--- config.mk ---
export PLATFORM = sky130hd
export DESIGN_NAME = disp_capture
export DESIGN_NICKNAME = d
export VERILOG_FILES = /design/src/rtl/disp_capture.sv
export SDC_FILE = /design/constraint.sdc
export NUM_CORES = 1
export LEC_CHECK = 0
export BUFFER_PORTS_ARGS = -buffer_cell sky130_fd_sc_hd__buf_4
export CORE_MARGIN = 10
export CORE_UTILIZATION = 50
export DETAILED_ROUTE_END_ITERATION = 8
export GPL_TIMING_DRIVEN = 0
export PLACE_DENSITY = 0.7
export SLEW_MARGIN = 20
export SYNTH_ARGS = -nofsm -noshare
export SYNTH_HDL_FRONTEND = slang
export SYNTH_SLANG_ARGS = --single-unit
--- constraint.sdc ---
create_clock -name clk -period 2.6 [get_ports clk]
set_input_delay 0.52 -clock clk [delete_from_list [all_inputs] [get_ports clk]]
set_output_delay 0.52 -clock clk [all_outputs]
set_load 0.05 [all_outputs]
--- src/rtl/disp_capture.sv ---
// Rebuilds the scanned 4-digit display word (Hexs/point/LES) from the AN/Hex/p/LE pins.
// Latency: a digit held steady from edge t0 is captured at edge t0+STABLE_CYC; frame outputs update on that edge.
// Backpressure: none; pins are sampled every cycle and results are presented as pulses/levels.
module disp_capture #(
  parameter int STABLE_CYC  = 4,
  parameter int TIMEOUT_CYC = 1000000
) (
  input  logic        clk,
  input  logic        rst,
  input  logic [3:0]  AN,
  input  logic [3:0]  Hex,
  input  logic        p,
  input  logic        LE,
  output logic [15:0] Hexs,
  output logic [3:0]  point,
  output logic [3:0]  LES,
  output logic        frame_valid,
  output logic [3:0]  seen,
  output logic        err_illegal,
  output logic        stalled
);

  localparam int SW = $clog2(STABLE_CYC + 1);
  localparam int TW = $clog2(TIMEOUT_CYC + 1);

  // Sample register and glitch-filter run counter
  logic [9:0]    samp;
  logic [9:0]    samp_in;
  logic [SW-1:0] stab_cnt;

  // Per-slot shadows for the frame in progress
  logic [15:0]   sh_hex;
  logic [3:0]    sh_p;
  logic [3:0]    sh_le;

  // Cycles since the last legal capture
  logic [TW-1:0] idle_cnt;

  logic          same;
  logic          cap;
  logic [3:0]    slot;
  logic          is_blank;
  logic          cap_legal;
  logic          cap_illegal;
  logic          timeout_hit;
  logic [15:0]   nxt_hex;
  logic [3:0]    nxt_p;
  logic [3:0]    nxt_le;
  logic [3:0]    nxt_seen;

  assign samp_in = {AN, Hex, p, LE};
  assign same    = (samp_in == samp);
  // Capture fires exactly once per stable run, on the edge the counter reaches STABLE_CYC.
  assign cap     = same && (stab_cnt == SW'(STABLE_CYC - 1));

  // Decode the captured AN code and merge the current digit into the shadow view
  always_comb begin
    slot     = 4'b0000;
    is_blank = 1'b0;
    case (samp[9:6])
      4'b1110: slot = 4'b0001;
      4'b1101: slot = 4'b0010;
      4'b1011: slot = 4'b0100;
      4'b0111: slot = 4'b1000;
      4'b1111: is_blank = 1'b1;
      default: slot = 4'b0000;
    endcase
    cap_legal   = cap && (slot != 4'b0000);
    cap_illegal = cap && (slot == 4'b0000) && !is_blank;
    // A legal capture on the timeout edge takes priority over the timeout.
    timeout_hit = !cap_legal && (idle_cnt == TW'(TIMEOUT_CYC - 1));
    nxt_hex  = sh_hex;
    nxt_p    = sh_p;
    nxt_le   = sh_le;
    nxt_seen = seen | slot;
    for (int k = 0; k < 4; k++) begin
      if (slot[k]) begin
        nxt_hex[4*k +: 4] = samp[5:2];
        nxt_p[k]          = samp[1];
        nxt_le[k]         = samp[0];
      end
    end
  end

  // Sample the pins and count how long the sample has stayed identical
  always_ff @(posedge clk) begin
    if (rst) begin
      samp     <= {4'b1111, 6'b000000};
      stab_cnt <= '0;
    end else begin
      samp <= samp_in;
      if (!same) begin
        stab_cnt <= '0;
      end else if (stab_cnt != SW'(STABLE_CYC)) begin
        stab_cnt <= stab_cnt + 1'b1;
      end
    end
  end

  // Accumulate digits into the shadows and publish a frame once all four slots are seen
  always_ff @(posedge clk) begin
    if (rst) begin
      Hexs        <= '0;
      point       <= '0;
      LES         <= '0;
      frame_valid <= 1'b0;
      seen        <= '0;
      err_illegal <= 1'b0;
      sh_hex      <= '0;
      sh_p        <= '0;
      sh_le       <= '0;
    end else begin
      frame_valid <= 1'b0;
      err_illegal <= cap_illegal;
      if (cap_legal) begin
        sh_hex <= nxt_hex;
        sh_p   <= nxt_p;
        sh_le  <= nxt_le;
        if (nxt_seen == 4'b1111) begin
          Hexs        <= nxt_hex;
          point       <= nxt_p;
          LES         <= nxt_le;
          frame_valid <= 1'b1;
          seen        <= '0;
        end else begin
          seen <= nxt_seen;
        end
      end else if (timeout_hit) begin
        // Stall drops whatever partial frame was being assembled.
        seen <= '0;
      end
    end
  end

  // Track idle time since the last legal capture and flag a stalled scan
  always_ff @(posedge clk) begin
    if (rst) begin
      idle_cnt <= '0;
      stalled  <= 1'b0;
    end else if (cap_legal) begin
      idle_cnt <= '0;
      stalled  <= 1'b0;
    end else begin
      if (idle_cnt != TW'(TIMEOUT_CYC)) begin
        idle_cnt <= idle_cnt + 1'b1;
      end
      if (timeout_hit) begin
        stalled <= 1'b1;
      end
    end
  end

endmodule

==> summary.md <==
| Metric | Value |
|---|---|
| Vias in the first global route | 2,759 |
| # DRC | 0 |
| Ys flop type | dfxtp_1 |
| WL met3 | 355 um |
| CTS Root Cell | clkbuf_8 |
| Reg2reg setup slack | 0.24 ns |
| Largest net degree at the start of global routing | 16 |
| Core Area | 7647 sq um |
| CP Capture Type | register |
| Mapped Area | 3901 sq um |
| Worst Setup Start Kind | register |
| Final #Nets | 443 |
| Fillers | 667 |
| N_diodes | 0 |
| Max Buffers Root-to-Sink | 2 |
| Crit-path max cell delay | 0.38 ns |
| Fmax | 0.4244 GHz |
| Number of setup buffers added after CTS | 0 |
| DR WL/cell | 15.23 um |
| Synth unique cells | 42 |
| Placement Cell Area | 4344 sq um |
| Vias | 2,780 |
| Syn. warnings | 0 |
| Fin crit period | 2.356 ns |
| Syn-to-layout area delta | 17.00% |
| Least-Margin Pin Slew | 0.5057 ns |
| Async SR Flop Fraction | 0% |
| CP cell instances | clkbuf_1, xor2_1, nor4_4, nand4_4, or3_1, buf_2, buf_6, o2bb2ai_2 |
| Max_slew headroom | 66.25% |
| CTS tree | yes |
| LEAKAGE | 0.001612 uW |
| Outcome | finished clean |
| Crit path DAT | 2.64 ns |
| Site Rows | 32 |
| Starting Density | 51.01% |
| Total Negative Setup Slacks | 0 ns |
| Drt pass-1 iters | 4 |
| HP Start | AN[2] |
| WHS Endpoint | samp[8] |
| Cts repair resizes | 0 |
| Sequential-to-total area share from yosys stat | 45.16% |
| Die Area | 11,740 sq um |
| CTS H-Tree Depth | 3 |
| Die height | 108.3 um |
| Max_cap viols | 0 |
| Met2 WL | 3700 um |
| Final hold vios | 0 |
| Final Slew Violations | 0 |
| Max layer used | met4 |
| Post-Layout Cell Count | 533 |
| Worst skew pair latency | 0.35 ns |
| Detailed placer's ending HPWL | 5788 um |
| Initial antenna violation count | 0 |
| Layout Skew | 0.01079 ns |
| Synth Area per Inst | 10.46 sq um |
| Cts hold-fix bufs | 0 |
| M1 WL | 3988 um |
| Initial DRC count | 107 |
| Pwr dens | 562.2 nW/um^2 |
| Crit Path Class | register to register |
| Number of synthesized flops with an enable pin | 0 |
| Routed Antenna Nets | 0 |
| # placed instances | 517 |
| Cell area after layout | 4564 sq um |
| Worst R2R End | point[2] |
| TritonCTS buffer count | 9 |
| Syn nets | 390 |
| CP required | 2.88 ns |
| Via density | 5.216 |
| Gpl congestion | 0.7980 |
| Global-route wire length before repair | 13,580 um |
| Seq cells post-synth | 88 |
| Hold path depth | 2 |
| Reg clk slew, reported paths | 0.09 ns |
| RSZ-0062 raised after global routing | no |
| # setup viols final | 0 |
| Total Routing Usage GR | 14.40% |
| Port bufs | 42 |
| Crit Path Max Fanout | 10 |
| I/O pin count | 43 |
| VDD IR max | 0.0003248 V |
| Mapped Cells | 373 |
| Reg2reg path depth | 8 |
| Critical Path Slowest Stage Cell | or3_1 |
| Clk sinks | 88 |
| RR Startpoint | samp[5] |
| Final Cycle Share | 90.63% |
| WL final | 8117 um |
| Die span in x | 108.3 um |
| Overflow after GRT | 0 |
| Layout cell share with drive strength beyond 1 | 24.83% |
| Worst hold-check path type | primary input to register |
-- per-stage QoR --
step / power (uW) / hold WS, ns / util, % / worst slack (ns)
6_report: 2566 / 0.3646 / 59.69 / 0.2435
5_1_grt: 2656 / 0.3555 / 59.69 / 0.02703
4_1_cts: 2584 / 0.3571 / 59.69 / 0.2243
3_5_place_dp: 1555 / 0.4587 / 56.81 / 0.1994
3_3_place_gp: 1551 / 0.4611 / 56.81 / 0.2310
2_1_floorplan: 1508 / 0.4567 / - / 0.5216
-- final cells by class --
| type | instances | area [sq um] | area share [%] |
|---|---|---|---|
| tap | 102 | 127.6 | 2.796 |
| sequential | 88 | 1762 | 38.60 |
| inverter | 9 | 33.78 | 0.7401 |
| clock inverter | 6 | 92.59 | 2.029 |
| multi-input combinational | 249 | 1947 | 42.65 |
| timing repair buffer | 42 | 315.3 | 6.908 |
| buffer | 27 | 158.9 | 3.481 |
| clock buffer | 10 | 127.6 | 2.796 |
-- placed cells by master, fill, tap and decap left out, drive strengths merged --
master | Yosys | final
dfxtp | 88 | 88
buf | 18 | 60
nor2 | 52 | 52
mux2i | 49 | 49
o2bb2ai | 25 | 25
clkbuf | 9 | 19
xor2 | 18 | 18
nand2 | 11 | 11
nand3 | 10 | 10
inv | 9 | 10
nor2b | 9 | 9
xnor2 | 8 | 8
a21oi | 7 | 7
o21ai | 6 | 6
or2 | 5 | 5
or3 | 5 | 5
ha | 5 | 5
nand4 | 5 | 5
nor4 | 5 | 5
and4b | 4 | 4
a32o | 4 | 4
nor3 | 4 | 4
and3 | 3 | 3
nor3b | 2 | 2
nor4b | 2 | 2
nand4b | 2 | 2
bufinv | 0 | 2
clkinvlp | 0 | 2
a311o | 1 | 1
nand2b | 1 | 1
and2 | 1 | 1
and4 | 1 | 1
a22o | 1 | 1
maj3 | 1 | 1
a211oi | 1 | 1
o21ba | 1 | 1
clkinv | 0 | 1
-- Yosys cell counts, types with 2 or more instances --
| master | n | share of area, % |
|---|---|---|
| ha_1 | 5 | 1.6 |
| nand4b_1 | 2 | 0.45 |
| nand3_1 | 10 | 1.3 |
| and3_1 | 3 | 0.48 |
| buf_6 | 4 | 1.2 |
| nor2_1 | 50 | 4.8 |
| nand2_1 | 11 | 1.1 |
| nor2b_1 | 9 | 1.4 |
| buf_2 | 10 | 1.3 |
| o2bb2ai_1 | 5 | 1.1 |
| xor2_1 | 18 | 4.0 |
| o2bb2ai_2 | 20 | 7.7 |
| nor4b_1 | 2 | 0.45 |
| clkbuf_1 | 9 | 0.87 |
| a32o_1 | 4 | 1.0 |
| buf_4 | 4 | 0.77 |
| and4b_1 | 4 | 1.0 |
| nor3_1 | 3 | 0.38 |
| a21oi_1 | 7 | 0.90 |
| nor2_2 | 2 | 0.32 |
| nor3b_1 | 2 | 0.38 |
| nand4_1 | 4 | 0.64 |
| xnor2_1 | 8 | 1.8 |
| dfxtp_1 | 88 | 45 |
| mux2i_1 | 49 | 13 |
| nor4_1 | 3 | 0.48 |
| o21ai_0 | 6 | 0.77 |
| or3_1 | 5 | 0.80 |
| or2_2 | 5 | 0.80 |
| inv_1 | 9 | 0.87 |
-- flip-flops by register name, indices dropped and copies added (netlist names) --
register / flops
sh_hex: 16
LES: 4
stalled: 1
sh_p: 4
sh_le: 4
Hexs: 16
seen: 4
samp: 10
err_illegal: 1
stab_cnt: 3
idle_cnt: 20
frame_valid: 1
point: 4
-- per-layer routing --
layer  global-route usage (%)  vias to the layer above
li1                         -                     1412
met4                    4.520                        0
met2                    21.68                       51
met1                    19.53                     1309
met3                    4.045                        8
met5                        0                        -
-- worst max-delay path by stage --
| stage | startpoint | depth (start not counted) | endpoint | slack (ns) |
|---|---|---|---|---|
| after global routing | samp[4] | 8 | Hexs[4] | 0.03 |
| final | samp[5] | 8 | point[2] | 0.24 |
| after detailed placement | Hex[0] | 8 | point[3] | 0.20 |
| after floorplan | Hex[0] | 7 | Hexs[15] | 0.52 |
| after global placement | Hex[0] | 8 | Hexs[6] | 0.23 |
| after CTS | samp[5] | 8 | point[3] | 0.22 |
-- critical path: cells and delay by family, from the launching register on --
| family | cells | cell delay, ns |
|---|---|---|
| AOI/OAI and AO/OA | 1 | 0.14 |
| xor gates and xnor gates | 1 | 0.17 |
| buffers and inverters | 3 | 0.67 |
| DFF | 1 | 0.32 |
| and+or+nand+nor | 3 | 0.98 |
-- cells by family (layout without fill, tap and decap cells) --
group	count (synthesis)	after routing	synth area share, %
AND/OR/NAND/NOR	122	122	17.19
XOR/XNOR	26	26	5.837
AO/OA/AOI/OAI	46	46	12.44
flip-flops	88	88	45.16
adder cells (fa/ha/maj)	6	6	1.860
buffers and inverters	36	94	4.939
multiplexers	49	49	12.57
-- power by group --
| part | internal (uW) | switching [uW] | total, uW | leakage, uW |
|---|---|---|---|---|
| sequential | 1360 | 5.86 | 1360 | 0.000712 |
| clock | 547 | 497 | 1040 | 0.000103 |
| combinational | 61.5 | 96.6 | 158 | 0.000797 |
No activity file was read; power rests on OpenSTA's default activity.
